<file path="src/rtl/dvp_pixel_capture_if.sv">
// rtl/dvp_pixel_capture_if.sv - pixel stream handshake bundle between capture and pixel pipeline
interface dvp_pixel_capture_if #(
  parameter int PXL_W = 16
);
  logic [PXL_W-1:0] pxl_data_o;
  logic             pxl_sof_o;
  logic             pxl_valid_o;
  logic             pxl_ready_i;

  modport master (
    output pxl_data_o,
    output pxl_sof_o,
    output pxl_valid_o,
    input  pxl_ready_i
  );

  modport slave (
    input  pxl_data_o,
    input  pxl_sof_o,
    input  pxl_valid_o,
    output pxl_ready_i
  );
endinterface

</file>
<file path="src/rtl/dvp_pixel_capture.sv">
// rtl/dvp_pixel_capture.sv - DVP pin sampler, frame FSM, RGB565 byte packer and pixel FIFO
module dvp_pixel_capture #(
  parameter int DATA_W     = 8,
  parameter int PXL_W      = 16,
  parameter int FIFO_DEPTH = 4
) (
  input  logic              clk,
  input  logic              rst,
  input  logic              cap_en_i,
  input  logic              dvp_pclk_i,
  input  logic              dvp_vsync_i,
  input  logic              dvp_href_i,
  input  logic [DATA_W-1:0] dvp_d_i,
  dvp_pixel_capture_if.master pxl,
  output logic              frame_done_o,
  output logic              ovf_o,
  input  logic              ovf_clr_i
);

  localparam int AW = $clog2(FIFO_DEPTH);
  localparam logic [AW:0] CNT_FULL = (AW+1)'(FIFO_DEPTH);

  typedef enum logic [1:0] {IDLE, WAIT_FRAME, CAPTURE} state_t;

  state_t state, next_state;

  logic pclk_s1, pclk_s2, pclk_s3;
  logic vsync_s1, vsync_s2, vsync_s3;
  logic href_s1, href_s2;
  logic [DATA_W-1:0] d_s1, d_s2;

  logic sample, vsync_rise, vsync_fall;
  logic start_frame, done_set;

  logic              phase;
  logic              first_pxl;
  logic [DATA_W-1:0] hi_byte;
  logic              push_q;
  logic              push_sof;
  logic [PXL_W-1:0]  push_data;

  logic [PXL_W:0] mem [FIFO_DEPTH];
  logic [AW-1:0]  wr_ptr, rd_ptr;
  logic [AW:0]    count, count_next;
  logic           valid_q;
  logic           full, pop, push_ok, drop;

  // two-stage synchronisers plus history flops for pclk and vsync edge detection
  always_ff @(posedge clk or posedge rst) begin
    if (rst) begin
      pclk_s1  <= 1'b0; pclk_s2  <= 1'b0; pclk_s3  <= 1'b0;
      vsync_s1 <= 1'b0; vsync_s2 <= 1'b0; vsync_s3 <= 1'b0;
      href_s1  <= 1'b0; href_s2  <= 1'b0;
      d_s1     <= '0;   d_s2     <= '0;
    end else begin
      pclk_s1  <= dvp_pclk_i;  pclk_s2  <= pclk_s1;  pclk_s3  <= pclk_s2;
      vsync_s1 <= dvp_vsync_i; vsync_s2 <= vsync_s1; vsync_s3 <= vsync_s2;
      href_s1  <= dvp_href_i;  href_s2  <= href_s1;
      d_s1     <= dvp_d_i;     d_s2     <= d_s1;
    end
  end

  assign sample     = pclk_s2 & ~pclk_s3;
  assign vsync_rise = vsync_s2 & ~vsync_s3;
  assign vsync_fall = ~vsync_s2 & vsync_s3;

  // frame state register
  always_ff @(posedge clk or posedge rst) begin
    if (rst) state <= IDLE;
    else     state <= next_state;
  end

  // frame next-state; a frame in progress always runs to its vsync rise
  always_comb begin
    next_state  = state;
    start_frame = 1'b0;
    done_set    = 1'b0;
    case (state)
      IDLE: begin
        if (cap_en_i) next_state = WAIT_FRAME;
      end
      WAIT_FRAME: begin
        if (!cap_en_i) begin
          next_state = IDLE;
        end else if (vsync_fall) begin
          next_state  = CAPTURE;
          start_frame = 1'b1;
        end
      end
      CAPTURE: begin
        if (vsync_rise) begin
          next_state = cap_en_i ? WAIT_FRAME : IDLE;
          done_set   = 1'b1;
        end
      end
      default: next_state = IDLE;
    endcase
  end

  // byte pairing into pixels; an href-low sample realigns to the high byte
  always_ff @(posedge clk or posedge rst) begin
    if (rst) begin
      phase        <= 1'b0;
      first_pxl    <= 1'b0;
      hi_byte      <= '0;
      push_q       <= 1'b0;
      push_sof     <= 1'b0;
      push_data    <= '0;
      frame_done_o <= 1'b0;
    end else begin
      push_q       <= 1'b0;
      frame_done_o <= done_set;
      if (start_frame) begin
        first_pxl <= 1'b1;
        phase     <= 1'b0;
      end else if (state == CAPTURE && sample) begin
        if (!href_s2) begin
          phase <= 1'b0;
        end else if (!phase) begin
          hi_byte <= d_s2;
          phase   <= 1'b1;
        end else begin
          push_q    <= 1'b1;
          push_data <= {hi_byte, d_s2};
          push_sof  <= first_pxl;
          first_pxl <= 1'b0;
          phase     <= 1'b0;
        end
      end
    end
  end

  assign full       = (count == CNT_FULL);
  assign pop        = valid_q & pxl.pxl_ready_i;
  assign push_ok    = push_q & (~full | pop);
  assign drop       = push_q & full & ~pop;
  assign count_next = count + (AW+1)'(push_ok) - (AW+1)'(pop);

  // pixel FIFO; when full with a pop, the write lands in the slot being read out
  always_ff @(posedge clk or posedge rst) begin
    if (rst) begin
      for (int i = 0; i < FIFO_DEPTH; i++) mem[i] <= '0;
      wr_ptr  <= '0;
      rd_ptr  <= '0;
      count   <= '0;
      valid_q <= 1'b0;
    end else begin
      if (push_ok) begin
        mem[wr_ptr] <= {push_sof, push_data};
        wr_ptr      <= wr_ptr + AW'(1);
      end
      if (pop) rd_ptr <= rd_ptr + AW'(1);
      count   <= count_next;
      valid_q <= (count_next != '0);
    end
  end

  // sticky overflow; a drop in the same cycle as a clear keeps the flag set
  always_ff @(posedge clk or posedge rst) begin
    if (rst)            ovf_o <= 1'b0;
    else if (drop)      ovf_o <= 1'b1;
    else if (ovf_clr_i) ovf_o <= 1'b0;
  end

  assign pxl.pxl_valid_o = valid_q;
  assign pxl.pxl_data_o  = mem[rd_ptr][PXL_W-1:0];
  assign pxl.pxl_sof_o   = valid_q & mem[rd_ptr][PXL_W];

endmodule
</file>
<file path="src/flat_wrapper.sv">
// flat-port wrapper written by rule: the top's interface ports become plain ports
module dvp_pixel_capture_flat 
#(
  parameter int DATA_W     = 8,
  parameter int PXL_W      = 16,
  parameter int FIFO_DEPTH = 4
)
  (clk, rst, cap_en_i, dvp_pclk_i, dvp_vsync_i, dvp_href_i, dvp_d_i, frame_done_o, ovf_o, ovf_clr_i, pxl_pxl_data_o, pxl_pxl_sof_o, pxl_pxl_valid_o, pxl_pxl_ready_i);
  dvp_pixel_capture_if #(.PXL_W(PXL_W)) pxl_i ();
  input  logic clk;
  input  logic rst;
  input  logic cap_en_i;
  input  logic dvp_pclk_i;
  input  logic dvp_vsync_i;
  input  logic dvp_href_i;
  input  logic [DATA_W-1:0] dvp_d_i;
  output logic frame_done_o;
  output logic ovf_o;
  input  logic ovf_clr_i;
  output wire logic [$bits(pxl_i.pxl_data_o)-1:0] pxl_pxl_data_o;
  output wire logic [$bits(pxl_i.pxl_sof_o)-1:0] pxl_pxl_sof_o;
  output wire logic [$bits(pxl_i.pxl_valid_o)-1:0] pxl_pxl_valid_o;
  input wire logic [$bits(pxl_i.pxl_ready_i)-1:0] pxl_pxl_ready_i;
  assign pxl_pxl_data_o = pxl_i.pxl_data_o;
  assign pxl_pxl_sof_o = pxl_i.pxl_sof_o;
  assign pxl_pxl_valid_o = pxl_i.pxl_valid_o;
  assign pxl_i.pxl_ready_i = pxl_pxl_ready_i;
  dvp_pixel_capture #(.DATA_W(DATA_W), .PXL_W(PXL_W), .FIFO_DEPTH(FIFO_DEPTH)) u_core (.clk(clk), .rst(rst), .cap_en_i(cap_en_i), .dvp_pclk_i(dvp_pclk_i), .dvp_vsync_i(dvp_vsync_i), .dvp_href_i(dvp_href_i), .dvp_d_i(dvp_d_i), .pxl(pxl_i), .frame_done_o(frame_done_o), .ovf_o(ovf_o), .ovf_clr_i(ovf_clr_i));
endmodule
</file>
<file path="config.mk">
export PLATFORM = sky130hd
export DESIGN_NAME = dvp_pixel_capture_flat
export DESIGN_NICKNAME = d
export VERILOG_FILES = /design/src/rtl/dvp_pixel_capture_if.sv /design/src/rtl/dvp_pixel_capture.sv /design/src/flat_wrapper.sv
export SDC_FILE = /design/constraint.sdc
export NUM_CORES = 1
export LEC_CHECK = 0
export BUFFER_PORTS_ARGS = -buffer_cell sky130_fd_sc_hd__buf_2
export CORE_ASPECT_RATIO = 1.1
export CORE_UTILIZATION = 42
export DETAILED_ROUTE_END_ITERATION = 6
export PLACE_DENSITY = 0.57
export SLEW_MARGIN = 25
export SYNTH_ARGS = -nofsm -noshare
export SYNTH_HDL_FRONTEND = slang
export SYNTH_SLANG_ARGS = --single-unit
</file>
<file path="constraint.sdc">
create_clock -name clk -period 8.63 [get_ports clk]
set_input_delay 0.863 -clock clk [delete_from_list [all_inputs] [get_ports clk]]
set_output_delay 0.863 -clock clk [all_outputs]
set_load 0.05 [all_outputs]
</file>
Yosys cells after proc, flatten, opt, wreduce, memory -nomap -nowiden --
Index checks and enable logic that the tools add are counted.
Cells by class: reductions and logical operators 12, bitwise gates (word level) 18, multiplexer cells 31, add/sub/neg operators 4, order comparisons 3, eq/ne operators 6
Operator list (count):
- bitwise mux 68 bit | 1
- two-way mux 17 bit | 3
- binary-select mux 17 bit (select 2 bit) | 1
- demux 17 bit (select 2 bit) | 1
- two-way mux 1 bit | 20
- bitwise AND 1 bit | 8
- two-way mux 2 bit | 4
- AND reduction 4 bit | 2
- nonzero test 2 bit | 4
- NOT 1 bit | 7
- greater-or-equal comparator 3 bit, second input constant | 2
- NOT 2 -> 3 bit | 2
- case mux 2 bit (3 select lines) | 1
- AND reduction 3 bit | 2
- adder 2 x 1 -> 2 bit, second input constant | 2
- adder 3 x 1 -> 3 bit | 1
- equality test 3 bit, second input constant | 1
- less-than comparator 3 x 1 -> 1 bit, second input constant | 1
- != test 3 x 2 -> 1 bit, second input constant | 1
- nonzero test 3 bit | 1
- subtractor 3 x 1 -> 3 bit | 1
- equality test 2 x 1 -> 1 bit, second input constant | 1
- equality test 2 bit, second input constant | 1
- logical AND 1 bit | 2
- other kinds (4) | 4
Storage, ports and cells: flip-flop bits (word level) 132, word-level logic and storage cells 101, output and inout port bits 20, input port bits 16

Logic depth before layout (Yosys ltp) --
Gate-level depths: netlist of run 1.
word-level depth 7, depth in mapped cells 7, gate-level depth less buffers 7

Worst setup path before layout of run 1 --
OpenSTA, ideal clock, no wires.
path type input-to-reg, start in pxl_pxl_ready_i, end reg u_core.valid_q, in the netlist u_core.pxl.pxl_valid_o, arrival 2362 ps, stages 6, path buffers 0, library setup time 131 ps, setup slack 6136 ps, cell sequence a21oi_4 -> a21boi_1 -> ha_1 -> fa_1 -> xnor2_1 -> or3_1
Between the ends: longest elaborated chain between the ends 6
Ends and longest elaborated chain:
- start: declaration | RTL line flat_wrapper.sv:23 | input wire logic [$bits(pxl_i.pxl_ready_i)-1:0] pxl_pxl_ready_i;
- bitwise AND 1 bit | RTL line dvp_pixel_capture.sv:134 | assign pop = valid_q & pxl.pxl_ready_i;
- OR 1 bit | RTL line dvp_pixel_capture.sv:135 | assign push_ok = push_q & (~full | pop);
- bitwise AND 1 bit | RTL line dvp_pixel_capture.sv:135
- net u_core.push_ok | RTL line dvp_pixel_capture.sv:46 | logic full, pop, push_ok, drop;
- adder 3 x 1 -> 3 bit | RTL line dvp_pixel_capture.sv:137 | assign count_next = count + (AW+1)'(push_ok) - (AW+1)'(pop);
- subtractor 3 x 1 -> 3 bit | RTL line dvp_pixel_capture.sv:137
- net u_core.count_next[2] | RTL line dvp_pixel_capture.sv:44 | logic [AW:0] count, count_next;
- nonzero test 3 bit | RTL line dvp_pixel_capture.sv:154 | valid_q <= (count_next != '0);
- end signal: assignment | RTL line dvp_pixel_capture.sv:154
- end: declaration | RTL line dvp_pixel_capture.sv:45 | logic valid_q;
The timed path passes the listed nets, and every way through them passes these cells. A chain may end at the register's enable or synchronous reset.

Final worst setup path of run 1 --
start reg u_core.rd_ptr[1], end out pxl_pxl_sof_o
Between the ends: longest elaborated chain between the ends 5
Ends and longest elaborated chain:
- start: declaration | RTL line dvp_pixel_capture.sv:43 | logic [AW-1:0] wr_ptr, rd_ptr;
- start signal: assignment | RTL line dvp_pixel_capture.sv:152 | if (pop) rd_ptr <= rd_ptr + AW'(1);
- NOT 2 -> 3 bit (not written as such) | RTL line dvp_pixel_capture.sv:167 | assign pxl.pxl_sof_o = valid_q & mem[rd_ptr][PXL_W];
- binary-select mux 17 bit (select 2 bit) | RTL line dvp_pixel_capture.sv:167
- two-way mux 17 bit (2 in series)
- bitwise AND 1 bit | RTL line dvp_pixel_capture.sv:167
- end: declaration | RTL line flat_wrapper.sv:21 | output wire logic [$bits(pxl_i.pxl_sof_o)-1:0] pxl_pxl_sof_o;
Every way passes these cells. The select of a mux whose other input is x is not followed.

==> out/qor.yml, run 1 <==
layout.cell_area.non_filler_um2: 6330
yosys_register_bits: 132
clockPowerShare: 0.446
largest_buffer_count_on_any_clock_path: 2
mostFrequentLayoutCell: "sky130_fd_sc_hd__dfrtp_1"
relative_contribution_of_sequential_cells_to_total_power: 0.446
ys_async_sr_fraction: 1.00
dieHeight_um: 122
total_leakage_power_nw: 3.05
grt_remaining_overflow: 0
synth_enable_flop_cells: 0
synth_fp_nets: 331
grt_max_degree: 72
core_um2: 12600
tns_ns: 0
die_area_um2: 13500
dr.pass1.iters: 4
post-route-period-util: 0.351
max_ir_drop_vdd_v: 0.000132
cts_root_buf: "sky130_fd_sc_hd__clkbuf_16"
final_cell_mix: "sky130_fd_sc_hd__dfrtp_1 (132), sky130_fd_sc_hd__mux2_4 (48), sky130_fd_sc_hd__mux2_2 (46)"
grt_setup_unrepaired: "no"
dieWidth_um: 111
critPathArrivalTime_ns: 2.17
syn-cell-area_um2: 5460
synthDistinctLibCells: 31
finalNonFillerCells: 522
p_sw_uw: 398
post_drt_wl_per_cell_um: 17.7
synth_largest_type_area_fraction: 0.605
placed_area_um2: 5750
run_status: "finished, final reports clean"
clock_tree.htree_level_count: 4
timing.hold.worst.class: "register to register"
worst_clock_skew_ns: 0.00885
tritoncts.num_buffers: 17
worst_slew_pin_slew_ns: 0.973
hpwl_um: 5700
syn_avg_cell_area_um2: 17.7
grt_use_total: 0.156
worstPathMaxFanout: 18
grt_antenna_before_repair: 0
post_cts.repair.setup_buffers: 0
max-slew-margin-rel: 0.351
power.switching_fraction: 0.254
startpoint_type: "register"
post-route-util: 0.501
synthDominantAreaCellType: "sky130_fd_sc_hd__dfrtp_1"
clkLatencyLatePin_ns: 0.41
crit_path_end_kind: "output port"
rrSetupSlack_ns: 6.07
internal_power_component_mw: 1.17
setup_violations: 0
ys.warnings.count: 0
drt_iter0_markers: 110
first_global_vias: 2817
sequential_area_share_after_synthesis: 0.605
cts_hold_repair.buffers: 0
wirelength_um: 9250
clock_tree_from_tritoncts: "yes"
route.detailed.drc: 0
final_period_demand_of_the_worst_path_ns: 3.03
combinational_power_share: 0.108
worst_case_setup_slack_after_placement_ns: 5.83
final.fill_count: 1050
nNetsFinal: 376
drv_cap: 0
routed_vias_inst: 5.09
num_io_pins: 36
floorplan.initialDensity: 0.432
number_of_antenna_repair_diodes: 0
synthToLayoutAreaGrowth_pct: 15.9
routabilityCongestion: 0.683
dp_cells: 491
critPathRequiredTime_ns: 7.77
max_clock_freq_ghz: 0.330
rows: 43
tritoncts_num_sinks: 132
pwr_density_cell_nw_per_um2: 248
post_cts_resized: 0
final.setup.worst_slack_ns: 5.60
wire_length_of_the_first_global_routing_pass_um: 15400
via_count: 2658
ys_top_cells_by_area: "sky130_fd_sc_hd__dfrtp_1 (60%), sky130_fd_sc_hd__mux2_4 (13%), sky130_fd_sc_hd__mux2_2 (9.5%)"
final-max-slew-violation-count: 0
final-hold-violation-count: 0
clkTransAtPathRegs_ns: 0.06
syn_inst: 308
share_of_post_route_cells_with_drive_strength_above_1: 0.515
critical_path_class: "register to output port"
synth_ff_type: "sky130_fd_sc_hd__dfrtp_1"
postRouteAntennaNets: 0
numPortBuffers: 35
cell usage after synthesis (2+ instances only):
master	instances
sky130_fd_sc_hd__dfrtp_1	132
sky130_fd_sc_hd__mux2_4	48
sky130_fd_sc_hd__mux2_2	46
sky130_fd_sc_hd__mux4_2	17
sky130_fd_sc_hd__inv_1	9
sky130_fd_sc_hd__ha_1	6
sky130_fd_sc_hd__nand2_1	6
sky130_fd_sc_hd__a21oi_4	5
sky130_fd_sc_hd__buf_6	5
sky130_fd_sc_hd__buf_2	3
sky130_fd_sc_hd__nand2b_1	3
sky130_fd_sc_hd__nor2b_1	3
sky130_fd_sc_hd__xnor2_1	3
sky130_fd_sc_hd__a21oi_1	2
sky130_fd_sc_hd__and2_1	2
sky130_fd_sc_hd__nor2_1	2
sky130_fd_sc_hd__xor2_1	2
power by group through the flow:
| stage | combinational (mW) | sequential, mW | clock (mW) |
|---|---|---|---|
| floorplan | 0.156 | 0.686 | 0 |
| global placement | 0.171 | 0.712 | 0 |
| detailed placement | 0.174 | 0.712 | 0 |
| CTS | 0.175 | 0.703 | 0.717 |
| global route | 0.187 | 0.706 | 0.745 |
| finish | 0.170 | 0.701 | 0.700 |
layer usage:
metal | GRT usage | share of wire | vias to the layer above
li1 | - | - | 1192
met1 | 0.204 | 0.47 | 1406
met2 | 0.237 | 0.48 | 38
met3 | 0.0473 | 0.030 | 22
met4 | 0.0817 | 0.026 | 0
met5 | 0 | 0 | -
per-stage QoR:
| stage | hold WS, ns | total power, mW |
|---|---|---|
| 6_report | 0.347 | 1.57 |
| 3_3_place_gp | 0.333 | 0.883 |
| 3_5_place_dp | 0.337 | 0.886 |
| 2_1_floorplan | 0.331 | 0.843 |
| 4_1_cts | 0.350 | 1.60 |
| 5_1_grt | 0.356 | 1.64 |
final cells by class:
class                      instances  area [um2]  share of cell area
sequential                       132        3300               0.522
multi-input combinational        156        2020               0.319
clock buffer                      20         457              0.0721
tap                              157         196              0.0310
timing repair buffer              37         190              0.0300
clock inverter                    11         128              0.0202
inverter                           9        36.3             0.00573
final timing paths:
kind,startpoint,to,depth (start not counted)
worst min-delay path,u_core.d_s1[7]$_DFF_PP0_,u_core.d_s2[7]$_DFF_PP0_,0
worst max-delay path,u_core.rd_ptr[1]$_DFFE_PP0N_,pxl_pxl_sof_o,3
worst max register to register,u_core.count[0]$_DFF_PP0_,u_core.pxl.pxl_valid_o$_DFF_PP0_,5
max in group asynchronous,rst,u_core.mem[61]$_DFFE_PP0P_,3
min in group asynchronous,rst,u_core.d_s1[1]$_DFF_PP0_,2
worst min register to register,u_core.d_s1[7]$_DFF_PP0_,u_core.d_s2[7]$_DFF_PP0_,0
worst max-delay path, cell delays in order (launching register included):
cell	delay (ns)
sky130_fd_sc_hd__dfrtp_1	0.98
sky130_fd_sc_hd__mux4_2	0.41
sky130_fd_sc_hd__and2_1	0.17
sky130_fd_sc_hd__buf_2	0.20
logic make-up after synthesis:
group,share of synthesized area
and+or+nand+nor,0.0254
muxes,0.297
AOI/OAI and AO/OA,0.0222
DFF,0.605
xor gates and xnor gates,0.00802
buffers and inverters,0.0250
adders and majority gates,0.0174
registers in the layout (all words and copies together) (netlist names), 2 cells and up:
name and cells:
u_core.rd_ptr 2, u_core.wr_ptr 2, u_core.push_data 16, u_core.hi_byte 8
u_core.mem 68, u_core.state 2, u_core.d_s1 8, u_core.d_s2 8
u_core.count 3
Note: power is estimated with default switching activity, not from simulation.
==> run 2: changes to the inputs <==
Settings changed: ABC_AREA set to 1.
Clock period 8.63 ns to 3 ns, I/O delays scaled along.
==> run 2 against run 1 <==
Effect of this change: flip-flop and latch count unchanged; clock-buffer cell count grew 4; sequential power rose to 2.9 times the previous value; synthesized area rose by 3.1%; final area increased by 4.6%; clock power grew to 3.2 times the previous value; clock skew grew 0.00088 ns; combinational power grew to 9.2 times the previous value; global-route usage increased by 4.2 points; sequential share of layout area is 2.3 points lower; total power increased to 3.7 times the previous value; critical path type unchanged; critical endpoint unchanged.
==> out/qor.yml, run 2 <==
floorplan.initialDensity: 0.428  # -0.00395
ys_async_sr_fraction: 1.00  # unchanged
total_leakage_power_nw: 3.46  # +14%
dieHeight_um: 123  # +1.5%
tns_ns: 0  # unchanged
synthDominantAreaCellType: "sky130_fd_sc_hd__dfrtp_1"
largest_register: "u_core.mem"
via_count: 4255  # +60%
wirelength_um: 12600  # +37%
cp_cell_sequence: "inv_1 -> nor2_1 -> o21ai_0 -> a21oi_1 -> buf_2"
grt_setup_unrepaired: "no"
share_of_post_route_cells_with_drive_strength_above_1: 0.147  # -0.369
post_drt_wl_per_cell_um: 15.5  # -13%
r2r_start: "u_core.pxl.pxl_valid_o$_DFF_PP0_"
ys.warnings.count: 0  # unchanged
rrSetupSlack_ns: 1.07  # -5.00 ns
wire_length_of_the_first_global_routing_pass_um: 20900  # +36%
syn_avg_cell_area_um2: 9.28  # -48%
synth_fp_nets: 630  # +90%
clock_tree_from_tritoncts: "yes"
postRouteAntennaNets: 0  # unchanged
synth.top_cells.by_count: "sky130_fd_sc_hd__nand2_1 (201), sky130_fd_sc_hd__dfrtp_1 (132), sky130_fd_sc_hd__nand4_1 (68), sky130_fd_sc_hd__nor2_1 (43), sky130_fd_sc_hd__o21ai_0 (31)"
dieWidth_um: 112  # +1.5%
sequential_area_share_after_synthesis: 0.587  # -0.0183
final-max-slew-violation-count: 0  # unchanged
route.detailed.drc: 0  # unchanged
synthDistinctLibCells: 26  # -16%
setup.worst_path.start: "u_core.rd_ptr[1]$_DFFE_PP0N_"
core_um2: 13200  # +4.1%
drv_cap: 0  # unchanged
critPathSlowestCell: "sky130_fd_sc_hd__dfrtp_1"
number_of_antenna_repair_diodes: 0  # unchanged
max_clock_freq_ghz: 0.391
synthToLayoutAreaGrowth_pct: 17.6
final.setup.worst_slack_ns: 0.441  # -5.16 ns
rr_endpoint: "u_core.pxl.pxl_valid_o$_DFF_PP0_"
largest_buffer_count_on_any_clock_path: 2  # unchanged
worstPathMaxFanout: 18  # unchanged
synth_enable_flop_cells: 0  # unchanged
synth_most_common_cell: "sky130_fd_sc_hd__nand2_1"
syn-cell-area_um2: 5630  # +3.1%
fin_hold_ws_ns: 0.0902  # -0.257 ns
run_status: "finished, final reports clean"
grt_remaining_overflow: 0  # unchanged
finalNonFillerCells: 816  # +56%
num_io_pins: 36  # unchanged
routabilityCongestion: 0.763  # +12%
numPortBuffers: 35  # unchanged
routed_vias_inst: 5.21  # +2.4%
clkTransAtPathRegs_ns: 0.06  # about the same
dp_cells: 773  # +57%
die_area_um2: 13900  # +3.1%
final-hold-violation-count: 0  # unchanged
setup_violations: 0  # unchanged
tritoncts_num_sinks: 132  # unchanged
final_period_demand_of_the_worst_path_ns: 2.56
first_global_vias: 4024  # +43%
seq_area_um2: 3300  # about the same
dr.pass1.iters: 5  # +1
rows: 44  # +2.3%
biggestRegsByFlops: "u_core.mem (68), u_core.push_data (16)"
post-route-period-util: 0.853
post-route-util: 0.503  # +0.00249
nNetsFinal: 665  # +77%
multi_input_area_um2: 1970  # -2.4%
critPathArrivalTime_ns: 2.26  # +0.09 ns
flip_flop_count_of_the_largest_register_after_layout: 68  # unchanged
critical_path_class: "register to output port"
syn_inst: 607  # +97%
post_cts.repair.setup_buffers: 0  # unchanged
grt_use_total: 0.198  # +0.0420
yosys_register_bits: 132  # unchanged
cp_slowest_stage_delay_ns: 0.67  # -0.31 ns
worst_clock_skew_ns: 0.00973  # +0.000876 ns
cts_root_buf: "sky130_fd_sc_hd__clkbuf_16"
critPathBufInv: 2  # +1
ys_top_cells_by_area: "sky130_fd_sc_hd__dfrtp_1 (59%), sky130_fd_sc_hd__nand2_1 (13%), sky130_fd_sc_hd__nand4_1 (7.6%)"
startpoint_type: "register"
clkLatencyLatePin_ns: 0.41  # about the same
max_ir_drop_vdd_v: 0.000371  # +180%
final_cell_mix: "sky130_fd_sc_hd__nand2_1 (201), sky130_fd_sc_hd__dfrtp_1 (131), sky130_fd_sc_hd__nand4_1 (68)"
r2r_cells: 8  # +3
worst_case_setup_slack_after_placement_ns: 0.874  # -4.96 ns
path_delay_family: "buffers and inverters"
drt_iter0_markers: 266  # +140%
pwr_density_cell_nw_per_um2: 876  # +250%
timing.hold.worst.class: "input port to async pin"
synth_ff_type: "sky130_fd_sc_hd__dfrtp_1"
final.fill_count: 1208  # +15%
crit_path_end_kind: "output port"
mostFrequentLayoutCell: "sky130_fd_sc_hd__nand2_1"
critPathRequiredTime_ns: 2.70  # -5.07 ns
synth_largest_type_area_fraction: 0.587  # -0.0183
worst_slew_pin_slew_ns: 0.695  # -0.278 ns
grt_antenna_before_repair: 0  # unchanged
max-slew-margin-rel: 0.537  # +0.185
clock_tree.htree_level_count: 4  # unchanged
tritoncts.num_buffers: 17  # unchanged
grt_max_degree: 133  # +85%
hpwl_um: 7590  # +33%
[run 2: cell types whose count changed after synthesis, sizes merged, moves of 17 or more]
cell,previous run,this run
nand2,6,203
buf,10,35
o21ai,1,51
nor2,2,44
nand4,0,68
mux4,17,0
o22ai,0,17
inv,9,32
mux2,94,0
[run 2: final cells by class]
cell class / instances / area share
sequential: 132 / 0.499
inverter: 32 / 0.0187
clock buffer: 24 / 0.0758
tap: 161 / 0.0304
clock inverter: 8 / 0.0219
multi-input combinational: 403 / 0.298
timing repair buffer: 56 / 0.0563
[run 2: cells by family after synthesis]
logic type,Yosys count,synth area share
AND/OR/NAND/NOR,325,0.260
flip-flops,132,0.587
buffers and inverters,72,0.0631
AO/OA/AOI/OAI,69,0.0704
adder cells (fa/ha/maj),7,0.0169
XOR/XNOR,2,0.00311
[run 2: power by group]
part	internal (mW)	leakage (nW)	switching (mW)
clock	1.50	0.312	0.722
sequential	1.90	1.75	0.118
combinational	0.386	1.40	1.17
total	3.79	3.46	2.01
[run 2: worst register-to-register path, delay by kind of cell, from the launching register on]
family	cells	cell delay [ns]
AND/OR/NAND/NOR	5	0.69
flip-flops	1	0.39
buffers and inverters	1	0.08
adder cells (fa/ha/maj)	2	0.67
[run 2: worst max path at each step]
stage / slack [ns] / endpoint / depth (start not counted)
3_5_place_dp: 0.87 / pxl_pxl_sof_o / 5
6_report: 0.44 / pxl_pxl_sof_o / 5
5_1_grt: 0.29 / pxl_pxl_data_o[10] / 4
3_3_place_gp: 0.90 / pxl_pxl_sof_o / 5
4_1_cts: 0.42 / pxl_pxl_sof_o / 5
2_1_floorplan: 0.92 / u_core.pxl.pxl_valid_o$_DFF_PP0_ / 9
[run 2: timing repair]
| action | in CTS | in global routing |
|---|---|---|
| hold endpoints to repair | 11 | 0 |
| gates resized for setup | 0 | 0 |
| hold buffers | 11 | 0 |
[run 2: per-layer routing]
metal  global-route usage  up-vias  wire (um)
met1                0.255     2074       5810
met4               0.0808        0        223
li1                     -     2084          -
met5                    0        -          0
met3               0.0461       15        423
met2                0.326       82       6170
[run 2: per-stage QoR]
stage	total power [mW]	area, um2
after floorplan	3.26	5630
after global placement	3.59	5860
after detailed placement	3.61	5860
after CTS	5.85	6620
after global routing	6.10	6620
final	5.80	6620
